**config.mk**
```make
export PLATFORM = sky130hd
export DESIGN_NAME = axis_frame_source
export DESIGN_NICKNAME = d
export VERILOG_FILES = /design/src/rtl/axis_frame_source.sv
export SDC_FILE = /design/constraint.sdc
export NUM_CORES = 1
export LEC_CHECK = 0
export BUFFER_PORTS_ARGS = -buffer_cell sky130_fd_sc_hd__clkbuf_2
export CORE_AREA = 2 2 105 107
export CTS_BUF_LIST = sky130_fd_sc_hd__clkbuf_8
export CTS_CLUSTER_DIAMETER = 40
export DETAILED_ROUTE_END_ITERATION = 10
export DIE_AREA = 0 0 107 109
export PLACE_DENSITY = 0.92
export SYNTH_ARGS = -nofsm -noshare
export SYNTH_HDL_FRONTEND = slang
export SYNTH_SLANG_ARGS = --single-unit
```
**constraint.sdc**
```tcl
create_clock -name clk -period 5.25 [get_ports clk]
set_input_delay 0.2625 -clock clk [delete_from_list [all_inputs] [get_ports clk]]
set_output_delay 0.2625 -clock clk [all_outputs]
set_load 0.03 [all_outputs]
```
**src/rtl/axis_frame_source.sv**
```systemverilog
// Command-driven AXI-Stream frame generator: one frame of incrementing data per
// accepted command, with fixed tid/tdest, optional bad-frame tuser and an idle gap.
module axis_frame_source #(
    parameter int DATA_WIDTH = 8,
    parameter int ID_WIDTH   = 8,
    parameter int DEST_WIDTH = 8,
    parameter int USER_WIDTH = 1,
    parameter int LEN_WIDTH  = 16,
    parameter int GAP_WIDTH  = 8,
    parameter int CNT_WIDTH  = 32
) (
    input  logic                  clk,
    input  logic                  rst,
    input  logic                  cmd_valid,
    output logic                  cmd_ready,
    input  logic [LEN_WIDTH-1:0]  cmd_len,
    input  logic [DATA_WIDTH-1:0] cmd_seed,
    input  logic [ID_WIDTH-1:0]   cmd_id,
    input  logic [DEST_WIDTH-1:0] cmd_dest,
    input  logic                  cmd_bad,
    input  logic [GAP_WIDTH-1:0]  cmd_gap,
    output logic [DATA_WIDTH-1:0] m_axis_tdata,
    output logic                  m_axis_tvalid,
    input  logic                  m_axis_tready,
    output logic                  m_axis_tlast,
    output logic [ID_WIDTH-1:0]   m_axis_tid,
    output logic [DEST_WIDTH-1:0] m_axis_tdest,
    output logic [USER_WIDTH-1:0] m_axis_tuser,
    output logic                  busy,
    output logic [CNT_WIDTH-1:0]  frame_count,
    output logic [CNT_WIDTH-1:0]  beat_count
);

    typedef enum logic [1:0] {IDLE, SEND, GAP} state_t;

    state_t               state;
    logic [LEN_WIDTH-1:0] remaining;
    logic [GAP_WIDTH-1:0] gap_cnt;
    logic [GAP_WIDTH-1:0] gap_lat;
    logic                 bad_lat;

    always_ff @(posedge clk) begin
        if (rst) begin
            state         <= IDLE;
            cmd_ready     <= 1'b0;
            busy          <= 1'b0;
            m_axis_tvalid <= 1'b0;
            m_axis_tlast  <= 1'b0;
            m_axis_tuser  <= '0;
            m_axis_tdata  <= '0;
            m_axis_tid    <= '0;
            m_axis_tdest  <= '0;
            frame_count   <= '0;
            beat_count    <= '0;
            remaining     <= '0;
            gap_cnt       <= '0;
            gap_lat       <= '0;
            bad_lat       <= 1'b0;
        end else begin
            case (state)
                IDLE: begin
                    // cmd_ready is held low for the cycle right after reset
                    cmd_ready <= 1'b1;
                    if (cmd_valid && cmd_ready) begin
                        state         <= SEND;
                        cmd_ready     <= 1'b0;
                        busy          <= 1'b1;
                        m_axis_tvalid <= 1'b1;
                        m_axis_tdata  <= cmd_seed;
                        m_axis_tid    <= cmd_id;
                        m_axis_tdest  <= cmd_dest;
                        m_axis_tlast  <= (cmd_len == '0);
                        m_axis_tuser  <= {USER_WIDTH{cmd_bad && (cmd_len == '0)}};
                        remaining     <= cmd_len;
                        bad_lat       <= cmd_bad;
                        gap_lat       <= cmd_gap;
                    end
                end
                SEND: begin
                    if (m_axis_tready) begin
                        beat_count   <= beat_count + CNT_WIDTH'(1);
                        m_axis_tdata <= m_axis_tdata + DATA_WIDTH'(1);
                        if (m_axis_tlast) begin
                            frame_count   <= frame_count + CNT_WIDTH'(1);
                            m_axis_tvalid <= 1'b0;
                            m_axis_tlast  <= 1'b0;
                            m_axis_tuser  <= '0;
                            if (gap_lat != '0) begin
                                state   <= GAP;
                                gap_cnt <= gap_lat;
                            end else begin
                                state     <= IDLE;
                                cmd_ready <= 1'b1;
                                busy      <= 1'b0;
                            end
                        end else begin
                            // Next beat is last once remaining steps down to zero
                            remaining    <= remaining - LEN_WIDTH'(1);
                            m_axis_tlast <= (remaining == LEN_WIDTH'(1));
                            m_axis_tuser <= {USER_WIDTH{bad_lat && (remaining == LEN_WIDTH'(1))}};
                        end
                    end
                end
                GAP: begin
                    if (gap_cnt == GAP_WIDTH'(1)) begin
                        state     <= IDLE;
                        cmd_ready <= 1'b1;
                        busy      <= 1'b0;
                    end else begin
                        gap_cnt <= gap_cnt - GAP_WIDTH'(1);
                    end
                end
                default: begin
                    state     <= IDLE;
                    cmd_ready <= 1'b0;
                    busy      <= 1'b0;
                end
            endcase
        end
    end

endmodule

```
# Word level (Yosys, flattened, before mapping)
# Index checks and enable logic that the tools add are counted.
# word_totals
reg_bits,128
input_bits,53
out_inout_bits,93
word_cells,91
# op_classes
add_sub_neg,5
eq_ne,12
muxes,41
reduce_logical,18
# op_table
op,n
$add 32x1->32 const B,2
$mux 16,3
$mux 8,6
$pmux 16 s2,1
$pmux 8 s2,2
$mux 1,18
$eq 16x1->1 const B,1
$logic_not 16->1,1
$ne 2x2->1 const B,8
$reduce_and 4->1,4
$sub 16x1->16 const B,1
$mux 2,5
$reduce_and 5->1,2
$add 8x1->8 const B,1
$eq 8x1->1 const B,1
$reduce_bool 8->1,1
$sub 8x1->8 const B,1
$pmux 1 s2,3
$pmux 1 s3,2
$pmux 2 s3,1
$reduce_and 3->1,2
$reduce_and 2->1,2
$reduce_bool 2->1,2
$logic_and 1x1->1,3
3 further kinds,3

# Depth between registers and ports, before layout
# Gate-level depths: netlist (run 1).
# depth
ltp_word,5
depth_mapped,9
mapped_depth_nobuf,7

# Least setup slack after synthesis (run 1)
# OpenSTA, ideal clock, no wires.
# synth_timing
path_kind,flip-flop to flip-flop
startpoint,register frame_count[9]
endpoint,register frame_count[29]
setup_ns,0.128
t_arrival_ns,1.872
t_required_ns,5.122
path_slack_ns,3.251
stages_incl_launch_ff,8
path_buffers,2
period_less_slack_ns,1.999
cell_sequence,dfxtp_1 -> nand4_1 -> or4_1 -> buf_2 -> buf_6 -> nor3_2 -> xnor2_1 -> nor2_1
# synth_via
elab_chain_cells,1
# synth_rtl
element,line_no,rtl
"start, declared",30,"output logic [CNT_WIDTH-1:0] frame_count,"
"start signal, assigned",84,frame_count <= frame_count + CNT_WIDTH'(1);
$add 32x1->32,84,
# No other way between the ends.
# A chain may end at the register's enable or synchronous reset.

# Worst setup path after layout (run 1)
# layout_timing
startpoint,register state[1]
endpoint,register busy
# layout_via
elab_chain_cells,3
elab_cells_between_ends,10
classes_between,eq/ne: 7; mux: 1; reduce/logical: 2
# layout_rtl
element,line_no,rtl
"start, declared",36,state_t state;
"start signal, assigned",44,state <= IDLE;
"start signal, assigned",65,state <= SEND;
"start signal, assigned",89,state <= GAP;
"$eq 2x2->1, or another cell as far along",60,case (state)
$ne 2x2->1 (no line),n/a,
$reduce_and 5->1 (no line),n/a,
"end signal, assigned",46,busy <= 1'b0;
"end signal, assigned",67,busy <= 1'b1;
"end signal, assigned",94,busy <= 1'b0;
"end, declared",29,"output logic busy,"
# Parallel ways exist; a longest one is shown, timed or not.

==> flow_summary.yaml, run 1 <==
outcome:
  outcome: "finished clean"
clock_network:
  cts_tree: "built"
  clock_path_buffers: 2
  ctsRootBufferMaster: "clkbuf_8"
  ctsResizeCount: 0
  cts_hold_repair.buffers: 0
  post_cts_buffers: 0
  htree_num_levels: 4
  clock-sinks: 128
  cts_buffers: 17
  clk_pin_slew_worst_paths_ns: 0.07
  insertion_delay_ns: 0.43
yosys:
  synth_nets: 826
  seq_area_frac_synth: 0.416
  avgSynthCellArea_um2: 8.08
  synth-edff-count: 0
  yosys_warnings: 0
  ys_types: 60
  synth-main-ff-cell: "dfxtp_1"
  synth-async-reset-ratio: 0
  syn-cell-area_um2: 6160
  yosysMostFrequentCell: "dfxtp_1"
  netlist_instances: 762
  synth_top_area_frac: 0.416
  yosysTopAreaCell: "dfxtp_1"
  synthTopCellsByCount: "128 x dfxtp_1, 112 x nand2_1, 97 x nor2_1"
  ys_ff_latch: 128
  ys_top_cells_by_area: "dfxtp_1 42%, nand2_1 6.8%, nor2_1 5.9%"
detailed_routing:
  viasPerCell: 5.66
  drt-initial-drc-count: 465
  via_count: 5900
  first_pass_iters: 6
  wire_per_inst_um: 14.4
  drc_errors: 0
  routed_wl_um: 15000
  ant_nets: 0
sta:
  fmax_ghz: 0.318
  rsz0062_at_grt: "no"
  setup_viol_count_final: 0
  period_share: 0.600
  setup_tns_ns: 0
  drv_slew: 0
  fin_crit_ns: 3.15
  worstMarginPinSlew_ns: 1.15
  relSlewSlack: 0.229
  hold_viol: 0
  finalClockSkew_ns: 0.0116
placed_design:
  dpl.hpwl_um: 10200
  post_dp_cell_area_um2: 6930
  gp_congestion: 0.886
  io_buffers: 145
worst_hold_path:
  hold_depth: 3
  worstHoldPathType: "in2reg"
  hold_start: "cmd_id[0]"
  hold_path_end: "m_axis_tid[0]"
setup_path:
  path_max_fanout: 50
  rr_startpoint: "state[1]"
  worst_setup_path_start_kind: "flip-flop"
  worstReg2RegEnd: "busy"
  critical_path_required_ns: 5.60
  r2r.worst_path.cells: 7
  crit_path_end_kind: "flip-flop"
  r2r_slack_ns: 2.10
  path_class: "reg2reg"
  crit_arrival_ns: 3.50
grt:
  antenna_found_initial: 0
  globalRouteOverflowTotal: 0
  grt_pass1_wl_um: 25000
  grt_use_total: 0.262
  grt_pass1_vias: 5523
  grt_max_degree: 65
finish:
  drive_gt1_frac: 0.229
  area_delta_synth_final_pct: 19.3
  antenna_cells: 0
  num-nets-final: 953
  fin_area_um2: 7350
  n_fill_cell: 890
flow_run:
  max-cap-violations: 0
power:
  leakage_nw: 2.88
  power_density_nw_per_um2: 360
  vdd_drop_max_mv: 0.260
  combPwrFrac: 0.235
  switching_share: 0.330
  power.switching_uw: 872
  power.total_mw: 2.64
  seq_power_share: 0.426
  clockPowerShare: 0.339
  intPower_mw: 1.77
floorplan:
  rows: 38
  die_w_um: 107
  ioPinCount: 146
  dieArea_um2: 11700
  die_h_um: 109
  initial_utilization: 0.581
  core_um2: 10600
## cell type report
| cell class | count | area (µm²) | area share |
|---|---|---|---|
| clock buffers | 21 | 289 | 0.0393 |
| clock inverters | 11 | 136 | 0.0186 |
| inverters | 19 | 71.3 | 0.00970 |
| multi-input cells | 576 | 3370 | 0.459 |
| flip-flops and latches | 128 | 2560 | 0.349 |
| well taps | 140 | 175 | 0.0238 |
| repair buffers | 147 | 743 | 0.101 |
## worst max path at each step
| stage | from | endpoint | slack, ns | cells past startpoint |
|---|---|---|---|---|
| final | state[1] | busy | 2.10 | 7 |
| after global routing | state[1] | beat_count[4] | 1.80 | 7 |
| after CTS | state[1] | busy | 2.14 | 7 |
| after detailed placement | state[1] | beat_count[3] | 2.14 | 7 |
| after global placement | state[1] | busy | 2.27 | 7 |
| after floorplan | frame_count[9] | frame_count[29] | 3.25 | 7 |
## cell families (layout without fill, tap and decap cells)
family                     Yosys count  in the layout  synth area share
AOI/OAI and AO/OA                  154            154             0.152
buffers and inverters               58            198            0.0376
xor gates and xnor gates            57             57            0.0810
DFF                                128            128             0.416
and+or+nand+nor                    350            350             0.284
muxes                                4              4           0.00670
adders and majority gates           11             11            0.0223
## cell usage in the layout, fill, tap and decap left out, drive strengths merged, types with 24 or more instances in the layout
cell,count
nand3,30
nor2,97
o21ai,28
nor3,26
clkbuf,165
xnor2,24
nand2,112
dfxtp,128
xor2,33
a21oi,69
## sequential cells by signal, summed over array words and instances, names as in the netlist
register	flops
m_axis_tvalid	1
gap_lat	8
frame_count	32
m_axis_tdest	8
state	2
busy	1
bad_lat	1
remaining	16
m_axis_tdata	8
m_axis_tid	8
cmd_ready	1
beat_count	32
gap_cnt	8
m_axis_tlast	1
m_axis_tuser	1
## per-layer routing
metal  global-route usage  vias up  share of wire
met5                    0        -              0
met4                0.101        0          0.025
met3               0.0550       35          0.050
met2                0.446      181           0.49
met1                0.327     2759           0.44
li1                     -     2925              -
## metrics by stage
| step | cells | worst slack [ns] | util | hold WS [ns] |
|---|---|---|---|---|
| floorplan | 762 | 3.25 | - | 0.398 |
| global placement | 1010 | 2.27 | 0.653 | 0.442 |
| detailed placement | 1010 | 2.14 | 0.653 | 0.449 |
| CTS | 1042 | 2.14 | 0.693 | 0.0251 |
| global route | 1042 | 1.80 | 0.693 | 0.0484 |
| finish | 1042 | 2.10 | 0.693 | 0.0531 |
## power by group through the flow
stage          sequential, mW  clock [mW]  combinational, mW
6_report                 1.13       0.896              0.622
5_1_grt                  1.14       0.952              0.685
4_1_cts                  1.12       0.912              0.616
3_5_place_dp             1.14           0              0.611
3_3_place_gp             1.14           0              0.597
2_1_floorplan            1.20           0              0.397
## worst max-delay path, stage by stage (launching register included)
cell      delay (ns)
dfxtp_1         0.34
inv_1           0.08
ha_2            0.81
clkinv_1        0.89
a21oi_1         0.46
a221o_1         0.22
o21ai_0         0.12
a21oi_1         0.15
No activity file was read; power rests on OpenSTA's default activity.
==> run 2: changes to the inputs <==
Settings changed: CORE_AREA 2 2 105 107 to 2 2 114 116, DIE_AREA 0 0 107 109 to 0 0 116 118, PLACE_DENSITY 0.92 to 0.84.
Clock period 5.25 ns to 2.88 ns, I/O delays scaled along.
==> run 2 against run 1 <==
  * Clock skew down 0.0018 ns
  * Total power up 80%
  * Worst hold slack worse by 0.024 ns
  * Global-route usage down 2.9 points
  * Largest cell class unchanged
  * Cell count up 6.5%
  * Via count up 1.6%
  * Sequential power up 81%
  * Count of clock-buffer cells in the layout up 3
  * Core utilization down 7.3 points
  * Sequential share of layout area down 1.6 points
  * Flip-flop and latch count unchanged
  * Critical path type unchanged
  * Critical endpoint is now gap_cnt[2]
==> flow_summary.yaml, run 2 (same netlist as run 1, synthesis figures left out) <==
setup_path:
  critical_path_required_ns: 3.22
  r2r.worst_path.cells: 7
  crit_arrival_ns: 2.69
  r2r_slack_ns: 0.53
  worst_path_dominant_cell_family: "compound AO/OA/AOI/OAI gates"
  rr_startpoint: "state[0]"
  worstReg2RegEnd: "gap_cnt[2]"
  critPathMaxStageDelay_ns: 0.57
  cp_slowest_cell: "o22ai_1"
  worst_setup_path_start_kind: "flip-flop"
  path_max_fanout: 16
  crit_path_end_kind: "flip-flop"
  cpMostUsedCell: "inv_1"
  cp_num_buf_inv: 2
  worstPathCellList: "inv_1 > ha_1 > inv_1 > nor2_1 > o22ai_1 > nor3_1 > a31o_2"
  path_class: "reg2reg"
grt:
  grt_pass1_wl_um: 25800
  grt_max_degree: 50
  grt_use_total: 0.233
  grt_pass1_vias: 5492
  globalRouteOverflowTotal: 0
  antenna_found_initial: 0
detailed_routing:
  first_pass_iters: 5
  drt-initial-drc-count: 506
  ant_nets: 0
  drc_errors: 0
  viasPerCell: 5.40
  wire_per_inst_um: 14.3
  via_count: 5997
  routed_wl_um: 15900
finish:
  num-nets-final: 990
  area_delta_synth_final_pct: 25.1
  utilization: 0.621
  antenna_cells: 0
  fin_area_um2: 7700
  largestRegisters: "beat_count x32, frame_count x32, remaining x16"
  final_cell_mix: "144 x clkbuf_2, 128 x dfxtp_1, 112 x nand2_1"
  drive_gt1_frac: 0.230
  layout_commonest_cell: "clkbuf_2"
sta:
  fmax_ghz: 0.425
  fin_crit_ns: 2.35
  hold_viol: 0
  drv_slew: 0
  rsz0062_at_grt: "no"
  setup_viol_count_final: 0
  setup_tns_ns: 0
  worstMarginPinSlew_ns: 0.690
  period_share: 0.817
  relSlewSlack: 0.539
  finalClockSkew_ns: 0.00982
flow_run:
  max-cap-violations: 0
power:
  power_density_nw_per_um2: 619
  leakage_nw: 3.03
  vdd_drop_max_mv: 0.298
clock_network:
  ctsResizeCount: 0
  post_cts_buffers: 0
  insertion_delay_ns: 0.45
  clk_pin_slew_worst_paths_ns: 0.07
  ctsRootBufferMaster: "clkbuf_8"
  htree_num_levels: 4
  cts_tree: "built"
  cts_buffers: 17
  clock-sinks: 128
  cts_hold_repair.buffers: 26
  clock_path_buffers: 2
floorplan:
  rows: 41
  die_w_um: 116
  core_um2: 12400
  dieArea_um2: 13700
  ioPinCount: 146
  die_h_um: 118
  initial_utilization: 0.496
placed_design:
  io_buffers: 145
  dpl.hpwl_um: 10400
  post_dp_cell_area_um2: 7050
  gp_congestion: 0.841
worst_hold_path:
  hold_depth: 3
  hold_start: "cmd_len[11]"
  hold_path_end: "remaining[11]"
  worstHoldPathType: "in2reg"
outcome:
  outcome: "finished clean"
## run 2: power breakdown
group | switching (mW) | leakage, nW | total (mW) | internal, mW
registers | 0.144 | 1.04 | 2.05 | 1.91
clock network | 0.675 | 0.211 | 1.50 | 0.827
logic | 0.778 | 1.79 | 1.21 | 0.436
total | 1.60 | 3.03 | 4.77 | 3.17
## run 2: final cells by class
type | count | area (µm²)
clock buffer | 24 | 330
timing repair buffer | 184 | 1090
inverter | 19 | 71.3
clock inverter | 7 | 58.8
sequential | 128 | 2560
multi-input combinational | 576 | 3380
tap | 172 | 215
fill | 1093 | 4710
## run 2: how the worst max path moves through the flow
stage	end	start	slack, ns	cells past startpoint
after detailed placement	frame_count[16]	state[1]	0.56	8
after floorplan	frame_count[29]	frame_count[9]	0.88	7
after CTS	gap_cnt[2]	state[0]	0.54	7
final	gap_cnt[2]	state[0]	0.53	7
after global placement	gap_cnt[2]	state[0]	0.64	7
after global routing	gap_cnt[2]	state[0]	0.34	7
## run 2: tightest hold or removal path, delay by kind of cell
family	cells	cell delay, ns
AOI/OAI and AO/OA	2	0.19
buffers and inverters	1	0.09
## run 2: stage by stage
step / total power, mW / hold WS, ns / worst slack (ns) / std cells
after floorplan: 2.90 / 0.280 / 0.881 / 762
after global placement: 3.22 / 0.368 / 0.639 / 1053
after detailed placement: 3.24 / 0.372 / 0.559 / 1053
after CTS: 4.77 / 0.00506 / 0.538 / 1110
after global routing: 5.03 / 0.0250 / 0.336 / 1110
final: 4.77 / 0.0290 / 0.527 / 1110
## run 2: metal layers
metal  part of all wire  global-route usage  vias up  wire length (µm)
met5                  0                   0        -                 0
met4              0.026               0.110        0               413
met3              0.046              0.0525       39               727
met2               0.49               0.377      171              7790
met1               0.44               0.292     2791              6960
li1                   -                   -     2996                 -
